<file path="src/rtl/lock_arbiter.sv">
// Round-robin arbiter that locks a registered one-hot grant to one requester
// until it releases, withdraws its request, or (optionally) times out.
module lock_arbiter #(
    parameter int  NUM_ENTRY = 20,
    parameter int  TIMEOUT   = 0,
    localparam int IW        = $clog2(NUM_ENTRY)
) (
    input  logic                 clock,
    input  logic                 reset,
    input  logic [NUM_ENTRY-1:0] I_Req,
    input  logic                 I_Rls,
    output logic [NUM_ENTRY-1:0] O_Grt,
    output logic [IW-1:0]        O_GrtNo,
    output logic                 O_Vld,
    output logic                 O_Tmo
);

    typedef enum logic {IDLE, LOCK} state_t;

    state_t        state_q;
    logic [IW-1:0] ptr_q;
    logic [IW-1:0] ptr_d;
    logic [IW-1:0] win_idx;
    logic          win_vld;
    logic          owner_req;
    logic          tmo_hit;
    logic          lock_exit;

    // Two-pass encode: first pass only sees indices at or above the pointer,
    // second pass (only if the first found nothing) sees the whole vector.
    always_comb begin
        win_vld = 1'b0;
        win_idx = '0;
        for (int unsigned i = 0; i < NUM_ENTRY; i++) begin
            if (!win_vld && I_Req[i] && (i >= 32'(ptr_q))) begin
                win_vld = 1'b1;
                win_idx = IW'(i);
            end
        end
        for (int unsigned i = 0; i < NUM_ENTRY; i++) begin
            if (!win_vld && I_Req[i]) begin
                win_vld = 1'b1;
                win_idx = IW'(i);
            end
        end
    end

    always_comb begin
        ptr_d = win_idx + IW'(1);
        if (win_idx == IW'(NUM_ENTRY - 1)) begin
            ptr_d = '0;
        end
    end

    assign owner_req = I_Req[O_GrtNo];
    assign lock_exit = I_Rls || !owner_req || tmo_hit;

    if (TIMEOUT > 0) begin : g_cnt
        localparam int CW = $clog2(TIMEOUT + 1);

        logic [CW-1:0] cnt_q;
        logic [CW-1:0] cnt_d;

        assign tmo_hit = (state_q == LOCK) && (cnt_q == CW'(TIMEOUT - 1));

        always_comb begin
            cnt_d = '0;
            if (state_q == LOCK && !lock_exit) begin
                cnt_d = tmo_hit ? cnt_q : cnt_q + CW'(1);
            end
        end

        always_ff @(posedge clock) begin
            if (reset) begin
                cnt_q <= '0;
            end else begin
                cnt_q <= cnt_d;
            end
        end
    end else begin : g_no_cnt
        assign tmo_hit = 1'b0;
    end

    always_ff @(posedge clock) begin
        if (reset) begin
            state_q <= IDLE;
            ptr_q   <= '0;
            O_Grt   <= '0;
            O_GrtNo <= '0;
            O_Vld   <= 1'b0;
            O_Tmo   <= 1'b0;
        end else begin
            case (state_q)
                IDLE: begin
                    O_Tmo <= 1'b0;
                    if (win_vld) begin
                        O_Grt   <= NUM_ENTRY'(1) << win_idx;
                        O_GrtNo <= win_idx;
                        O_Vld   <= 1'b1;
                        ptr_q   <= ptr_d;
                        state_q <= LOCK;
                    end
                end
                LOCK: begin
                    if (lock_exit) begin
                        O_Grt   <= '0;
                        O_GrtNo <= '0;
                        O_Vld   <= 1'b0;
                        // Timeout is only flagged when it is the sole cause.
                        O_Tmo   <= tmo_hit && !I_Rls && owner_req;
                        state_q <= IDLE;
                    end else begin
                        O_Tmo <= 1'b0;
                    end
                end
                default: begin
                    state_q <= IDLE;
                end
            endcase
        end
    end

endmodule

</file>
<file path="config.mk">
export PLATFORM = sky130hd
export DESIGN_NAME = lock_arbiter
export DESIGN_NICKNAME = d
export VERILOG_FILES = /design/src/rtl/lock_arbiter.sv
export SDC_FILE = /design/constraint.sdc
export NUM_CORES = 1
export LEC_CHECK = 0
export BUFFER_PORTS_ARGS = -buffer_cell sky130_fd_sc_hd__buf_2
export CAP_MARGIN = 20
export CORE_ASPECT_RATIO = 1.75
export CORE_UTILIZATION = 30
export CTS_BUF_LIST = sky130_fd_sc_hd__clkbuf_4 sky130_fd_sc_hd__clkbuf_8
export DETAILED_ROUTE_END_ITERATION = 7
export PLACE_DENSITY = 0.56
export REMOVE_ABC_BUFFERS = 1
export SYNTH_ARGS = -nofsm -noshare
export SYNTH_HDL_FRONTEND = slang
export SYNTH_SLANG_ARGS = --single-unit
</file>
<file path="constraint.sdc">
create_clock -name clock -period 3.5 [get_ports clock]
set_input_delay 0.35 -clock clock [delete_from_list [all_inputs] [get_ports clock]]
set_output_delay 0.35 -clock clock [all_outputs]
set_load 0.01 [all_outputs]
</file>
**Word-level counts from Yosys, hierarchy flattened**

Cells that the tools add are included.

- Flip-flop bits (word level): 32
- Bits of input ports: 23

- Add/sub/neg operators: 1
- Magnitude comparators: 21
- Equality and inequality tests: 3
- Shift-type cells: 1
- Multiplexer cells: 94
- Bitwise operators: 1
- Reduce and logical (&&, ||, !) cells: 102

Operators by type and width:

| cell | number |
|---|---|
| $mux 5 | 39 |
| $logic_and 1x1->1 | 59 |
| $mux 1 | 46 |
| $ge 4x5->1 const A | 8 |
| $logic_not 1->1 | 40 |
| $mux 20 | 2 |
| $pmux 20 s2 | 1 |
| $ge 3x5->1 const A | 4 |
| $ge 5x5->1 const A | 4 |
| $shl 1x5->20 const A | 1 |
| $ge 1x5->1 const A | 2 |
| $ge 2x5->1 const A | 2 |
| $pmux 5 s2 | 1 |
| $lt 5x6->1 const B | 1 |
| $add 5x1->5 const B | 1 |
| $bmux 1 s5 | 1 |
| $eq 5x5->1 const B | 1 |
| $mux 2 | 2 |
| $pmux 1 s2 | 2 |
| $reduce_and 2->1 | 2 |
| $ne 2x1->1 const B | 1 |
| $ne 2x2->1 const B | 1 |
| $logic_or 1x1->1 | 1 |
| $not 1->1 | 1 |

**Logic depth before layout (Yosys ltp)**

- Depth in word-level cells: 142
- Gate-level depth with buffers: 13
- Gate-level depth less buffers: 10

**Least setup slack after synthesis**

OpenSTA, ideal clock, no wires.

- Path type: register to register
- From: register ptr_q[2]
- To: register ptr_q[2]
- Setup time: 0.117 ns
- Arrival time: 2.837 ns
- Required time: 3.383 ns
- Path slack: 0.546 ns
- Stages on the path, launching flop included: 12
- Path buffers: 1
- Path through: dfxtp_1 -> buf_4 -> o21ai_2 -> a32oi_2 -> nand4_2 -> or4_4 -> a221oi_4 -> nand4_2 -> and2_1 -> ha_1 -> and3_1 -> a32o_1

- Longest elaborated chain between the ends: 141
- Elaborated cells between the ends (all ways): 201
- Classes of those cells: add/sub (1); order compare (20); eq/ne (1); mux (80); reduce/logical (99)

Ends and longest elaborated chain:

| what | line | text |
|---|---|---|
| from (decl) | 21 | `logic [IW-1:0] ptr_q;` |
| from (signal assigned) | 100 | `ptr_q <= ptr_d;` |
| $ge 1x5->1 | 35 | `if (!win_vld && I_Req[i] && (i >= 32'(ptr_q))) begin` |
| $logic_and 1x1->1 | 35 |  |
| $mux 1 | 35 |  |
| $logic_not 1->1 | 35 |  |
| $logic_and 1x1->1 (2 in series) | 35 |  |
| $mux 1 | 35 |  |
| $logic_not 1->1 | 35 |  |
| $logic_and 1x1->1 (2 in series) | 35 |  |
| (+123 left out) | -- |  |
| $logic_not 1->1 | 41 | `if (!win_vld && I_Req[i]) begin` |
| $logic_and 1x1->1 | 41 |  |
| $mux 1 | 41 |  |
| $logic_not 1->1 | 41 |  |
| $logic_and 1x1->1 | 41 |  |
| $mux 5 | 41 |  |
| $add 5x1->5 / $eq 5x5->1 (equally long branches) | 49, 50 |  |
| $mux 5 | 50 | `if (win_idx == IW'(NUM_ENTRY - 1)) begin` |

Several ways; a longest one is shown, not always the timed one.
A chain may end at the register's enable or synchronous reset.

**Final worst setup path**

- From: register ptr_q[0]
- To: register ptr_q[2]

The elaborated chain is that of the path after synthesis.

==> results.toml <==
[worst_setup_path]
rr_startpoint = "ptr_q[0]$_SDFFE_PP0P_"
cp_data_required_time_ps = 3680
crit_slowest_cell = "dfxtp_1"
max_stage_delay_ps = 640
critPathBufInv = 0
ff2ff_setup_slack_ps = 270
critPathKind = "reg -> reg"
start_kind = "register"
cp-end-kind = "register"
regToRegEndpoint = "ptr_q[2]$_SDFFE_PP0P_"
cp_max_fo = 13
cpMostUsedCell = "nor4_1"
crit_arrival_ps = 3410
cp.depth = 10
reg2reg_depth = 10
critical-path-top-delay-family = "simple AND/OR/NAND/NOR gates"
path_cells = "nor4_1 -> a211oi_2 -> nand3_1 -> nor4_1 -> o21ai_0 -> nand4_2 -> and2_1 -> ha_1 -> and3_1 -> a32o_1"

[clock_tree]
htreeDepth = 2
clockBufferDepth = 2
cts.clk_slew.worst_paths_ps = 70
clk_latency_ps = 300
cts.sinks = 32
cts_tree = "yes"
root_buffer = "clkbuf_8"
cts_buffers = 5

[floorplanning]
core_um2 = 7570
io_pins = 50
die_y_um = 119
core.rowCount = 42
die_w_um = 68.9
die_area_um2 = 8210
start_util = 0.311

[timing]
worst_slack_ps = 275
timing.final.hold_violations = 0
tns_ps = 0
rsz0062_at_grt = "no"
whs_ps = 411
worstMarginPinSlew_ps = 753
fin_crit_ps = 3230
slew_headroom = 0.498
fmax_mhz = 310
fin_worst_skew_ps = 8.50
post-route-period-util = 0.922
drv_slew = 0
setup_violations = 0

[place]
io_buffers = 48
gp_congestion = 0.962
detailedPlace.worstSlack_ps = 251
place_area_um2 = 2780
hpwlAfterDp_um = 6440

[pwr]
powerDensity_nw_per_um2 = 659
max-vdd-ir-drop_uv = 556
fin_total_pwr_mw = 1.91
power_leakage_nw = 1.13

[min_path]
hp-start = "I_Rls"
hold_path_class = "in -> reg"
whs_endpoint = "state_q$_SDFF_PP0_"
min_path_cells = 3

[synth]
synth_edf_count = 0
ys_ff_latch = 32
yosysSeqAreaShare = 0.272
async_flop_share = 0
synth_ff_type = "dfxtp_1"
synthesis.area_um2 = 2350
syn_inst = 293
yosys_warnings = 0
syn_area_per_cell_um2 = 8.03
synth_cell_types = 67

[finish]
antenna_cells = 0
layout.nets = 380
layout-drive-gt1-share = 0.297
area_delta_synth_final_pct = 23.0
stdcell_area_um2 = 2890

[drt]
detail_route.wl_per_cell_um = 18.2
drtIter0Drc = 94
routed_wl_um = 8040
via_per_inst = 5.83
vias = 2575
postRouteAntennaNets = 0
detail_route.first_pass.iterations = 4
drc = 0

[grt]
antenna_found_initial = 0
grt_pass1_vias = 2658
gr-usage-all-layers = 0.213
globalRoute.totalOverflow = 0
grt_pass1_wl_um = 12900
grt_max_degree = 33

[run_status]
status = "completed"

[job]
cap_violations = 0
[how the worst max path moves through the flow]
stage,slack (ps),start,endpoint
2_1_floorplan,280,ptr_q[3]$_SDFFE_PP0P_,ptr_q[2]$_SDFFE_PP0P_
3_3_place_gp,330,ptr_q[0]$_SDFFE_PP0P_,ptr_q[2]$_SDFFE_PP0P_
3_5_place_dp,250,ptr_q[1]$_SDFFE_PP0P_,ptr_q[2]$_SDFFE_PP0P_
4_1_cts,240,ptr_q[1]$_SDFFE_PP0P_,ptr_q[2]$_SDFFE_PP0P_
5_1_grt,50,ptr_q[0]$_SDFFE_PP0P_,ptr_q[1]$_SDFFE_PP0P_
6_report,270,ptr_q[0]$_SDFFE_PP0P_,ptr_q[2]$_SDFFE_PP0P_
[where the power goes]
part / internal, mW / switching (mW) / total [mW]
Sequential: 0.421 / 0.127 / 0.548
Combinational: 0.447 / 0.554 / 1.00
Clock: 0.219 / 0.138 / 0.357
Total: 1.09 / 0.819 / 1.91
[synthesized netlist by cell type (all sizes together) (3+ instances only)]
cell type	n	share of area
a211oi	5	0.020
a21oi	18	0.038
a22oi	9	0.029
a32oi	13	0.055
buf	9	0.026
clkbuf	9	0.014
dfxtp	32	0.27
ha	4	0.021
inv	11	0.018
mux4	5	0.048
nand2	29	0.047
nand2b	5	0.013
nand3	14	0.032
nand4	7	0.024
nor2	34	0.054
nor2b	4	0.011
nor3	9	0.021
nor3b	4	0.013
nor4	5	0.013
nor4b	3	0.011
o211ai	3	0.012
o21ai	14	0.031
or4	4	0.014
[registers in the layout, indices dropped and copies added (netlist names)]
name     cells
state_q      1
ptr_q        5
O_GrtNo      5
O_Grt       20
O_Vld        1
[through the flow]
stage / util / std cells
2_1_floorplan: - / 275
3_3_place_gp: 0.368 / 434
3_5_place_dp: 0.368 / 434
4_1_cts: 0.382 / 442
5_1_grt: 0.382 / 442
6_report: 0.382 / 442
[placed cells by master, fill, tap and decap left out, drive strengths merged, types with 3 or more instances in the layout]
cell type / Yosys / layout
or4: 4 / 4
ha: 4 / 4
nor3b: 4 / 4
a211oi: 5 / 5
nor4: 5 / 5
nand3: 14 / 14
inv: 11 / 11
clkbuf: 9 / 6
a22oi: 9 / 9
dfxtp: 32 / 32
nand2: 29 / 29
o211ai: 3 / 3
nor2: 34 / 34
a32oi: 13 / 13
nor3: 9 / 9
nand4: 7 / 7
a21oi: 18 / 18
nor2b: 4 / 4
o21ai: 14 / 14
nor4b: 3 / 3
nand2b: 5 / 5
buf: 9 / 71
mux4: 5 / 5
[worst reg2reg max path, stage by stage, from the launching register on]
cell and delay [ps]:
dfxtp_1 640, nor4_1 170, a211oi_2 380, nand3_1 310, nor4_1 470, o21ai_0 230, nand4_2 150, and2_1 160
ha_1 250, and3_1 150, a32o_1 200
[layer usage]
metal | vias to the layer above | track usage | part of all wire
li1 | 1246 | - | -
met1 | 1210 | 0.191 | 0.33
met2 | 81 | 0.394 | 0.56
met3 | 38 | 0.0259 | 0.034
met4 | 0 | 0.163 | 0.074
met5 | - | 0 | 0
[final cells by class]
type	instances	area, um^2
fillers	832	4670
multi-input cells	232	1580
flip-flops and latches	32	642
repair buffers	71	413
well taps	88	110
clock buffers	6	76.3
inverters	11	41.3
clock inverters	2	35.0
[kinds of logic after synthesis]
kind of cell    count (synthesis)  share of synthesized area
other cells                     1                    0.00159
buf+inv                        29                     0.0574
flops                          32                      0.272
simple gates                  130                      0.293
fa+ha+maj                       4                     0.0213
mux                             6                     0.0521
compound gates                 91                      0.303
[timing repair]
item / CTS / global route
gates resized for setup: 0 / 1
hold buffers: 0 / 0
setup endpoints to repair: 0 / 1
buffers inserted: 0 / 0
No activity file was read; power rests on OpenSTA's default activity.
